**src/rtl/uart_pkg.sv**
```systemverilog
// ---------------------------------------------------------------------------
// uart_pkg
// Shared types and constants for the uart_rx controller slice:
//   - rx_state_t  : controller FSM states (CORE_RST, ARMED, RECEIVING)
//   - DATA_W      : received byte width
//   - CPB_W       : width of the clks-per-bit value handed to the core
//   - FRAME_BITS  : bit periods allowed per frame before a timeout
//   - clamp_cpb() : forces a requested clks-per-bit value to at least 2
// ---------------------------------------------------------------------------
package uart_pkg;

  localparam int DATA_W     = 8;
  localparam int CPB_W      = 13;
  localparam int FRAME_BITS = 11;
  localparam int BIT_CNT_W  = 4;

  // Smallest clks-per-bit value the core can run with.
  localparam logic [CPB_W-1:0] CPB_MIN = 13'd2;

  typedef enum logic [1:0] {
    CORE_RST  = 2'd0,
    ARMED     = 2'd1,
    RECEIVING = 2'd2
  } rx_state_t;

  // A core programmed with 0 or 1 clks-per-bit cannot time a bit at all,
  // so such requests are raised to the minimum.
  function automatic logic [CPB_W-1:0] clamp_cpb(input logic [CPB_W-1:0] value);
    logic [CPB_W-1:0] result;
    if (value < CPB_MIN) begin
      result = CPB_MIN;
    end else begin
      result = value;
    end
    return result;
  endfunction

endpackage

```
**src/rtl/rx_byte_fifo.sv**
```systemverilog
// ---------------------------------------------------------------------------
// rx_byte_fifo
// First-word-fall-through byte FIFO. The head entry is presented on rd_data
// whenever the FIFO is non-empty; a write becomes visible on the cycle after
// it is accepted.
// Ports:
//   clk, rst    : clock, synchronous active-high reset
//   push        : write push_data (dropped when full unless popping too)
//   push_data   : byte to write
//   pop         : remove head entry (ignored when empty)
//   rd_data     : head entry, 0 while empty
//   count       : occupancy, 0..DEPTH
//   full, empty : occupancy flags
// DEPTH must be a power of two so the pointers wrap naturally.
// ---------------------------------------------------------------------------
module rx_byte_fifo #(
  parameter int DEPTH  = 4,
  parameter int DATA_W = 8
) (
  input  logic                     clk,
  input  logic                     rst,
  input  logic                     push,
  input  logic [DATA_W-1:0]        push_data,
  input  logic                     pop,
  output logic [DATA_W-1:0]        rd_data,
  output logic [$clog2(DEPTH):0]   count,
  output logic                     full,
  output logic                     empty
);

  localparam int AW = $clog2(DEPTH);
  localparam logic [AW:0] DEPTH_CNT = (AW + 1)'(DEPTH);

  logic [DATA_W-1:0] mem [DEPTH];
  logic [AW-1:0]     wr_ptr;
  logic [AW-1:0]     rd_ptr;
  logic              do_push;
  logic              do_pop;

  assign full  = (count == DEPTH_CNT);
  assign empty = (count == {(AW + 1){1'b0}});

  // Qualify requests: a pop frees a slot in the same cycle, so a push into
  // a full FIFO is still accepted when it coincides with a pop.
  always_comb begin
    do_pop  = pop && !empty;
    do_push = push && (!full || do_pop);
  end

  // Storage, pointers and occupancy.
  always_ff @(posedge clk) begin
    if (rst) begin
      wr_ptr <= {AW{1'b0}};
      rd_ptr <= {AW{1'b0}};
      count  <= {(AW + 1){1'b0}};
      for (int i = 0; i < DEPTH; i++) begin
        mem[i] <= {DATA_W{1'b0}};
      end
    end else begin
      if (do_push) begin
        mem[wr_ptr] <= push_data;
        wr_ptr      <= wr_ptr + {{(AW - 1){1'b0}}, 1'b1};
      end
      if (do_pop) begin
        rd_ptr <= rd_ptr + {{(AW - 1){1'b0}}, 1'b1};
      end
      case ({do_push, do_pop})
        2'b10:   count <= count + {{AW{1'b0}}, 1'b1};
        2'b01:   count <= count - {{AW{1'b0}}, 1'b1};
        default: count <= count;
      endcase
    end
  end

  // Head presentation; a stale slot is never shown while empty.
  always_comb begin
    if (empty) begin
      rd_data = {DATA_W{1'b0}};
    end else begin
      rd_data = mem[rd_ptr];
    end
  end

endmodule

```
**src/rtl/uart_rx_ctrl.sv**
```systemverilog
// ---------------------------------------------------------------------------
// uart_rx_ctrl
// Sequences one uart_rx core: owns its active-low reset and clks-per-bit,
// arms it for each frame, watches for a frame that never completes, and
// buffers received bytes in a small FWFT FIFO for the host side.
// Ports:
//   clk, rst            : clock, synchronous active-high reset
//   cfg_cpb, cfg_wr     : request a new clks-per-bit (applied at next core reset)
//   rx_line             : raw serial line, same net the core samples
//   core_done/core_data : byte-complete pulse and byte from the core
//   core_rst_n/core_cpb : reset and clks-per-bit driven into the core
//   rd_en/rd_data/rd_valid/fifo_count : host-side FIFO interface
//   overrun, frame_err  : sticky error flags, cleared by clr_err
// Build option:
//   RX_STOP_CHECK_EN    : when defined, a done pulse with rx_line low (bad
//                         stop bit) drops the byte, flags frame_err and
//                         resets the core.
// ---------------------------------------------------------------------------
module uart_rx_ctrl
  import uart_pkg::*;
#(
  parameter int               FIFO_DEPTH  = 4,
  parameter int               RST_CYCLES  = 4,
  parameter logic [CPB_W-1:0] CPB_DEFAULT = 13'd433
) (
  input  logic                          clk,
  input  logic                          rst,
  input  logic [CPB_W-1:0]              cfg_cpb,
  input  logic                          cfg_wr,
  input  logic                          rx_line,
  input  logic                          core_done,
  input  logic [DATA_W-1:0]             core_data,
  output logic                          core_rst_n,
  output logic [CPB_W-1:0]              core_cpb,
  input  logic                          rd_en,
  output logic [DATA_W-1:0]             rd_data,
  output logic                          rd_valid,
  output logic [$clog2(FIFO_DEPTH):0]   fifo_count,
  output logic                          overrun,
  output logic                          frame_err,
  input  logic                          clr_err
);

  localparam int                   RC_W     = $clog2(RST_CYCLES) + 1;
  localparam logic [RC_W-1:0]      RC_LAST  = RC_W'(RST_CYCLES - 1);
  localparam logic [BIT_CNT_W-1:0] BIT_LAST = BIT_CNT_W'(FRAME_BITS - 1);

  rx_state_t            state;
  rx_state_t            state_next;
  logic [CPB_W-1:0]     timer;
  logic [CPB_W-1:0]     timer_next;
  logic [BIT_CNT_W-1:0] bit_cnt;
  logic [BIT_CNT_W-1:0] bit_next;
  logic [RC_W-1:0]      rst_cnt;
  logic [RC_W-1:0]      rst_cnt_next;
  logic [CPB_W-1:0]     pend_cpb;
  logic                 pend_valid;
  logic                 stop_ok;
  logic                 push;
  logic                 frame_evt;
  logic                 enter_rst;
  logic                 ovf_evt;
  logic                 fifo_full;
  logic                 fifo_empty;

`ifdef RX_STOP_CHECK_EN
  // The core raises done in the stop bit, so the line must be idle-high.
  assign stop_ok = rx_line;
`else
  assign stop_ok = 1'b1;
`endif

  // Next-state logic: core reset sequencing, arming, frame timeout.
  always_comb begin
    state_next   = state;
    timer_next   = timer;
    bit_next     = bit_cnt;
    rst_cnt_next = rst_cnt;
    push         = 1'b0;
    frame_evt    = 1'b0;
    case (state)
      CORE_RST: begin
        if (rst_cnt == RC_LAST) begin
          state_next   = ARMED;
          rst_cnt_next = {RC_W{1'b0}};
        end else begin
          rst_cnt_next = rst_cnt + {{(RC_W - 1){1'b0}}, 1'b1};
        end
      end
      ARMED: begin
        // A pending rate change is applied before the core sees another
        // start bit, so it wins over a falling line.
        if (pend_valid) begin
          state_next   = CORE_RST;
          rst_cnt_next = {RC_W{1'b0}};
        end else if (!rx_line) begin
          state_next = RECEIVING;
          timer_next = {CPB_W{1'b0}};
          bit_next   = {BIT_CNT_W{1'b0}};
        end else begin
          state_next = ARMED;
        end
      end
      RECEIVING: begin
        if (core_done) begin
          if (stop_ok) begin
            push       = 1'b1;
            state_next = ARMED;
          end else begin
            frame_evt    = 1'b1;
            state_next   = CORE_RST;
            rst_cnt_next = {RC_W{1'b0}};
          end
        end else if (timer == (core_cpb - {{(CPB_W - 1){1'b0}}, 1'b1})) begin
          // End of a bit period; after the last allowed one the core is
          // assumed stuck and is reset.
          if (bit_cnt == BIT_LAST) begin
            frame_evt    = 1'b1;
            state_next   = CORE_RST;
            rst_cnt_next = {RC_W{1'b0}};
          end else begin
            timer_next = {CPB_W{1'b0}};
            bit_next   = bit_cnt + {{(BIT_CNT_W - 1){1'b0}}, 1'b1};
          end
        end else begin
          timer_next = timer + {{(CPB_W - 1){1'b0}}, 1'b1};
        end
      end
      default: begin
        state_next   = CORE_RST;
        rst_cnt_next = {RC_W{1'b0}};
      end
    endcase
    enter_rst = (state_next == CORE_RST) && (state != CORE_RST);
  end

  // A byte is lost only when the FIFO is full and nothing leaves this cycle.
  always_comb begin
    ovf_evt = push && fifo_full && !rd_en;
  end

  // State, counters, core-facing outputs, pending config and sticky flags.
  always_ff @(posedge clk) begin
    if (rst) begin
      state      <= CORE_RST;
      timer      <= {CPB_W{1'b0}};
      bit_cnt    <= {BIT_CNT_W{1'b0}};
      rst_cnt    <= {RC_W{1'b0}};
      core_rst_n <= 1'b0;
      core_cpb   <= CPB_DEFAULT;
      pend_cpb   <= {CPB_W{1'b0}};
      pend_valid <= 1'b0;
      overrun    <= 1'b0;
      frame_err  <= 1'b0;
    end else begin
      state      <= state_next;
      timer      <= timer_next;
      bit_cnt    <= bit_next;
      rst_cnt    <= rst_cnt_next;
      core_rst_n <= (state_next != CORE_RST);
      // core_cpb only moves while the core is held in reset.
      if (enter_rst && pend_valid) begin
        core_cpb <= pend_cpb;
      end else begin
        core_cpb <= core_cpb;
      end
      // A write landing on the entry cycle stays pending for the next reset.
      if (cfg_wr) begin
        pend_cpb   <= clamp_cpb(cfg_cpb);
        pend_valid <= 1'b1;
      end else if (enter_rst) begin
        pend_valid <= 1'b0;
      end else begin
        pend_valid <= pend_valid;
      end
      // New events override a simultaneous clear.
      overrun   <= (overrun & ~clr_err) | ovf_evt;
      frame_err <= (frame_err & ~clr_err) | frame_evt;
    end
  end

  rx_byte_fifo #(
    .DEPTH  (FIFO_DEPTH),
    .DATA_W (DATA_W)
  ) u_fifo (
    .clk       (clk),
    .rst       (rst),
    .push      (push),
    .push_data (core_data),
    .pop       (rd_en),
    .rd_data   (rd_data),
    .count     (fifo_count),
    .full      (fifo_full),
    .empty     (fifo_empty)
  );

  assign rd_valid = !fifo_empty;

endmodule

```
**config.mk**
```make
export PLATFORM = sky130hd
export DESIGN_NAME = uart_rx_ctrl
export DESIGN_NICKNAME = d
export VERILOG_FILES = /design/src/rtl/uart_pkg.sv /design/src/rtl/rx_byte_fifo.sv /design/src/rtl/uart_rx_ctrl.sv
export SDC_FILE = /design/constraint.sdc
export NUM_CORES = 1
export LEC_CHECK = 0
export ABC_AREA = 0
export BUFFER_PORTS_ARGS = -buffer_cell sky130_fd_sc_hd__buf_2
export CORE_ASPECT_RATIO = 0.5
export CORE_MARGIN = 3
export CORE_UTILIZATION = 50
export CTS_CLUSTER_DIAMETER = 60
export DETAILED_ROUTE_END_ITERATION = 8
export GPL_ROUTABILITY_DRIVEN = 0
export GPL_TIMING_DRIVEN = 1
export PLACE_DENSITY = 0.77
export SYNTH_ARGS = -nofsm -noshare
export SYNTH_HDL_FRONTEND = slang
export SYNTH_SLANG_ARGS = --single-unit
```
**constraint.sdc**
```tcl
create_clock -name clk -period 3 [get_ports clk]
set_clock_uncertainty 0.05 [all_clocks]
set_input_delay 0.3 -clock clk [delete_from_list [all_inputs] [get_ports clk]]
set_output_delay 0.3 -clock clk [all_outputs]
set_load 0.01 [all_outputs]
```
==> results.yml <==
synth:
  async_flop_share_pct: 0
  synth.distinct_cells: 60
  syn-mean-instance-area_um2: 9.96
  seq_area_frac_synth_pct: 46.4
  synth_area_um2: 4700
  ys_ff_latch: 93
  synthFlopType: "dfxtp_1"
  syn_inst: 472
  synth_top_area_cell: "dfxtp_1"
  synthTopCellsByArea: "dfxtp_1 26%, edfxtp_1 20%, mux2i_1 6.0%"
  synth_nets: 507
  synth_warnings: 0
  synth_edf_count: 32
  synth.top_cell.area_share_pct: 26.0
layout:
  final_cell_mix: "69 x nor2_1, 61 x dfxtp_1, 55 x buf_2, 32 x edfxtp_1, 28 x mux2i_1"
  drive_gt1_share_pct: 21.3
  syn2layout_area_growth_pct: 15.3
  diodes: 0
  final_net_count: 566
  layout.cells.non_filler: 653
  fin_util_pct: 60.8
  final_common_cell: "nor2_1"
sta:
  max_slew_margin_pct: 54.2
  rsz0062_at_grt: "no"
  final.min_clock_period_ns: 2.88
  worstMarginPinSlew_ns: 0.685
  period_share_pct: 95.9
  fmax_ghz: 0.348
  finalSetupViolCount: 0
  layout_setup_ws_ns: 0.124
  fin_tns_setup_ns: 0
  report.final.slew_viol_count: 0
  hold_violations: 0
floorplanning:
  die_h_um: 74.6
  die_w_um: 143
  start_util_pct: 52.7
  coreArea_um2: 8920
  io_pins: 56
  dieArea_um2: 10700
  num_rows: 24
setup_path:
  cp_common_cell: "buf_4"
  path_cells: "buf_4 -> or2_2 -> or4_1 -> o32a_1 -> a32oi_4 -> o211ai_1 -> o21ai_2 -> buf_4 -> a21oi_1"
  crit_required_ns: 3.18
  cp_slowest_cell: "or4_1"
  critical_path_class: "flop to flop"
  end_kind: "flop"
  critPathLaunchType: "flop"
  crit_arrival_ns: 3.05
  max_stage_delay_ns: 0.51
  path_max_fanout: 9
  path_buf_inv: 2
  cpLargestDelayFamily: "compound AO/OA/AOI/OAI gates"
placed_design:
  portBuffers: 55
  place_inst: 637
  pre_cts_ws_ns: 0.148
  dp_hpwl_um: 7210
global_routing:
  use_met1_pct: 25.6
  grt.overflow.total: 0
  antenna_found_initial: 0
  grt_max_degree: 38
  grt_pass1_wl_um: 16200
  top_usage_layer: "met2"
  use_met2_pct: 32.4
  track_usage_pct: 19.5
  grt_pass1_vias: 3309
  use_met3_pct: 5.14
min_path:
  min_path_type: "primary input to flop"
clocking:
  cts.clk_slew.worst_paths_ns: 0.06
  cts_made_buffers: 9
  cts_max_path_buffers: 2
  cts_tree: "built"
  clkLatencyLatePin_ns: 0.34
  cts_root_buf: "clkbuf_16"
  cts_sinks: 93
  htreeDepth: 3
pwr:
  finalPower_uw: 2540
  powerDensity_nw_per_um2: 468
  p_leak_uw: 0.00202
  peakVddDrop_uv: 282
drt:
  vias: 3621
  ant_nets: 0
  drt-initial-drc-count: 295
  wl_um: 10000
  vias_per_cell: 5.55
  drt_pass1_iterations: 6
  post_drt_wl_per_cell_um: 15.3
  drc: 0
run:
  drv_cap: 0
outcome:
  status: "finished clean"
==> worst reg2reg max path, delay by kind of cell (launching register included) <==
kind,cells,cell delay [ns]
buf+inv,2,0.39
simple gates,2,0.81
flops,1,0.35
compound gates,5,1.17
==> power by group <==
part           leakage, uW  internal (uW)  switching [uW]
registers         0.000825           1330            15.9
clock network     0.000129            567             491
logic              0.00106           56.8            72.7
total              0.00202           1960             579
==> per-stage QoR <==
step           hold WS [ns]  instance area, um2
2_1_floorplan         0.376                4700
3_3_place_gp          0.392                5140
3_5_place_dp          0.412                5140
4_1_cts               0.128                5410
5_1_grt               0.147                5420
6_report              0.141                5420
==> repair_timing <==
item	4_1_cts	5_1_grt
gates resized for setup	0	1
hold buffers	0	0
setup buffers	0	0
setup endpoints to repair	0	11
hold endpoints to repair	0	0
==> registers in the layout (all words and copies together), names as in the netlist, 2 cells and up, named ones only <==
signal / flops
bit_cnt: 4
core_cpb: 13
pend_cpb: 13
rst_cnt: 3
state: 2
timer: 13
u_fifo.count: 3
u_fifo.mem: 32
u_fifo.rd_ptr: 2
u_fifo.wr_ptr: 2
==> cell usage after synthesis, types with 2 or more instances <==
cell / n
nand2b_1: 19
nor4_2: 2
clkbuf_1: 16
a21oi_1: 21
or4_4: 3
ha_1: 6
and2_1: 17
o31ai_1: 2
or3_1: 18
xnor2_1: 14
nor2_1: 69
nor4_1: 6
or4_1: 8
nand2_1: 23
buf_2: 3
mux2i_1: 28
a31oi_1: 3
or4b_2: 2
nor2b_1: 2
buf_1: 3
o21ai_0: 11
nand3_1: 10
o21bai_1: 2
nor3_1: 6
or2_2: 2
o211ai_1: 4
a311oi_1: 4
nand4_1: 3
o21ai_2: 2
mux4_2: 8
edfxtp_1: 32
inv_1: 23
nor4b_1: 2
nand3b_1: 2
dfxtp_1: 61
xor2_1: 10
o21ai_1: 2
==> path summary, 6_finish.rpt <==
kind	startpoint	to	slack, ns	cells after the start
max	core_cpb[1]$_SDFFE_PP0P_	timer[1]$_SDFFE_PP0P_	0.12	9
min	cfg_cpb[0]	pend_cpb[0]$_SDFFE_PP0P_	0.14	3
max reg2reg	core_cpb[1]$_SDFFE_PP0P_	timer[1]$_SDFFE_PP0P_	0.12	9
min reg2reg	bit_cnt[3]$_SDFFE_PP0P_	bit_cnt[3]$_SDFFE_PP0P_	0.42	2
==> cell type report <==
type	instances	area, um2
well taps	117	146
clock inverters	6	46.3
fillers	749	3500
flip-flops and latches	93	2180
inverters	23	86.3
clock buffers	10	229
repair buffers	72	403
multi-input cells	332	2330
==> routing by layer <==
| layer | part of all wire [%] | vias up |
|---|---|---|
| li1 | - | 1797 |
| met1 | 46 | 1708 |
| met2 | 47 | 100 |
| met3 | 4.9 | 16 |
| met4 | 1.3 | 0 |
| met5 | 0 | - |
==> cell families after synthesis <==
group,after synthesis,share of synthesized area (%)
flip-flops,93,46.4
XOR/XNOR,24,4.47
AO/OA/AOI/OAI,67,10.6
adder cells (fa/ha/maj),7,2.02
AND/OR/NAND/NOR,198,22.4
multiplexers,36,9.80
buffers and inverters,47,4.26
(Power assumes the default switching activity.)
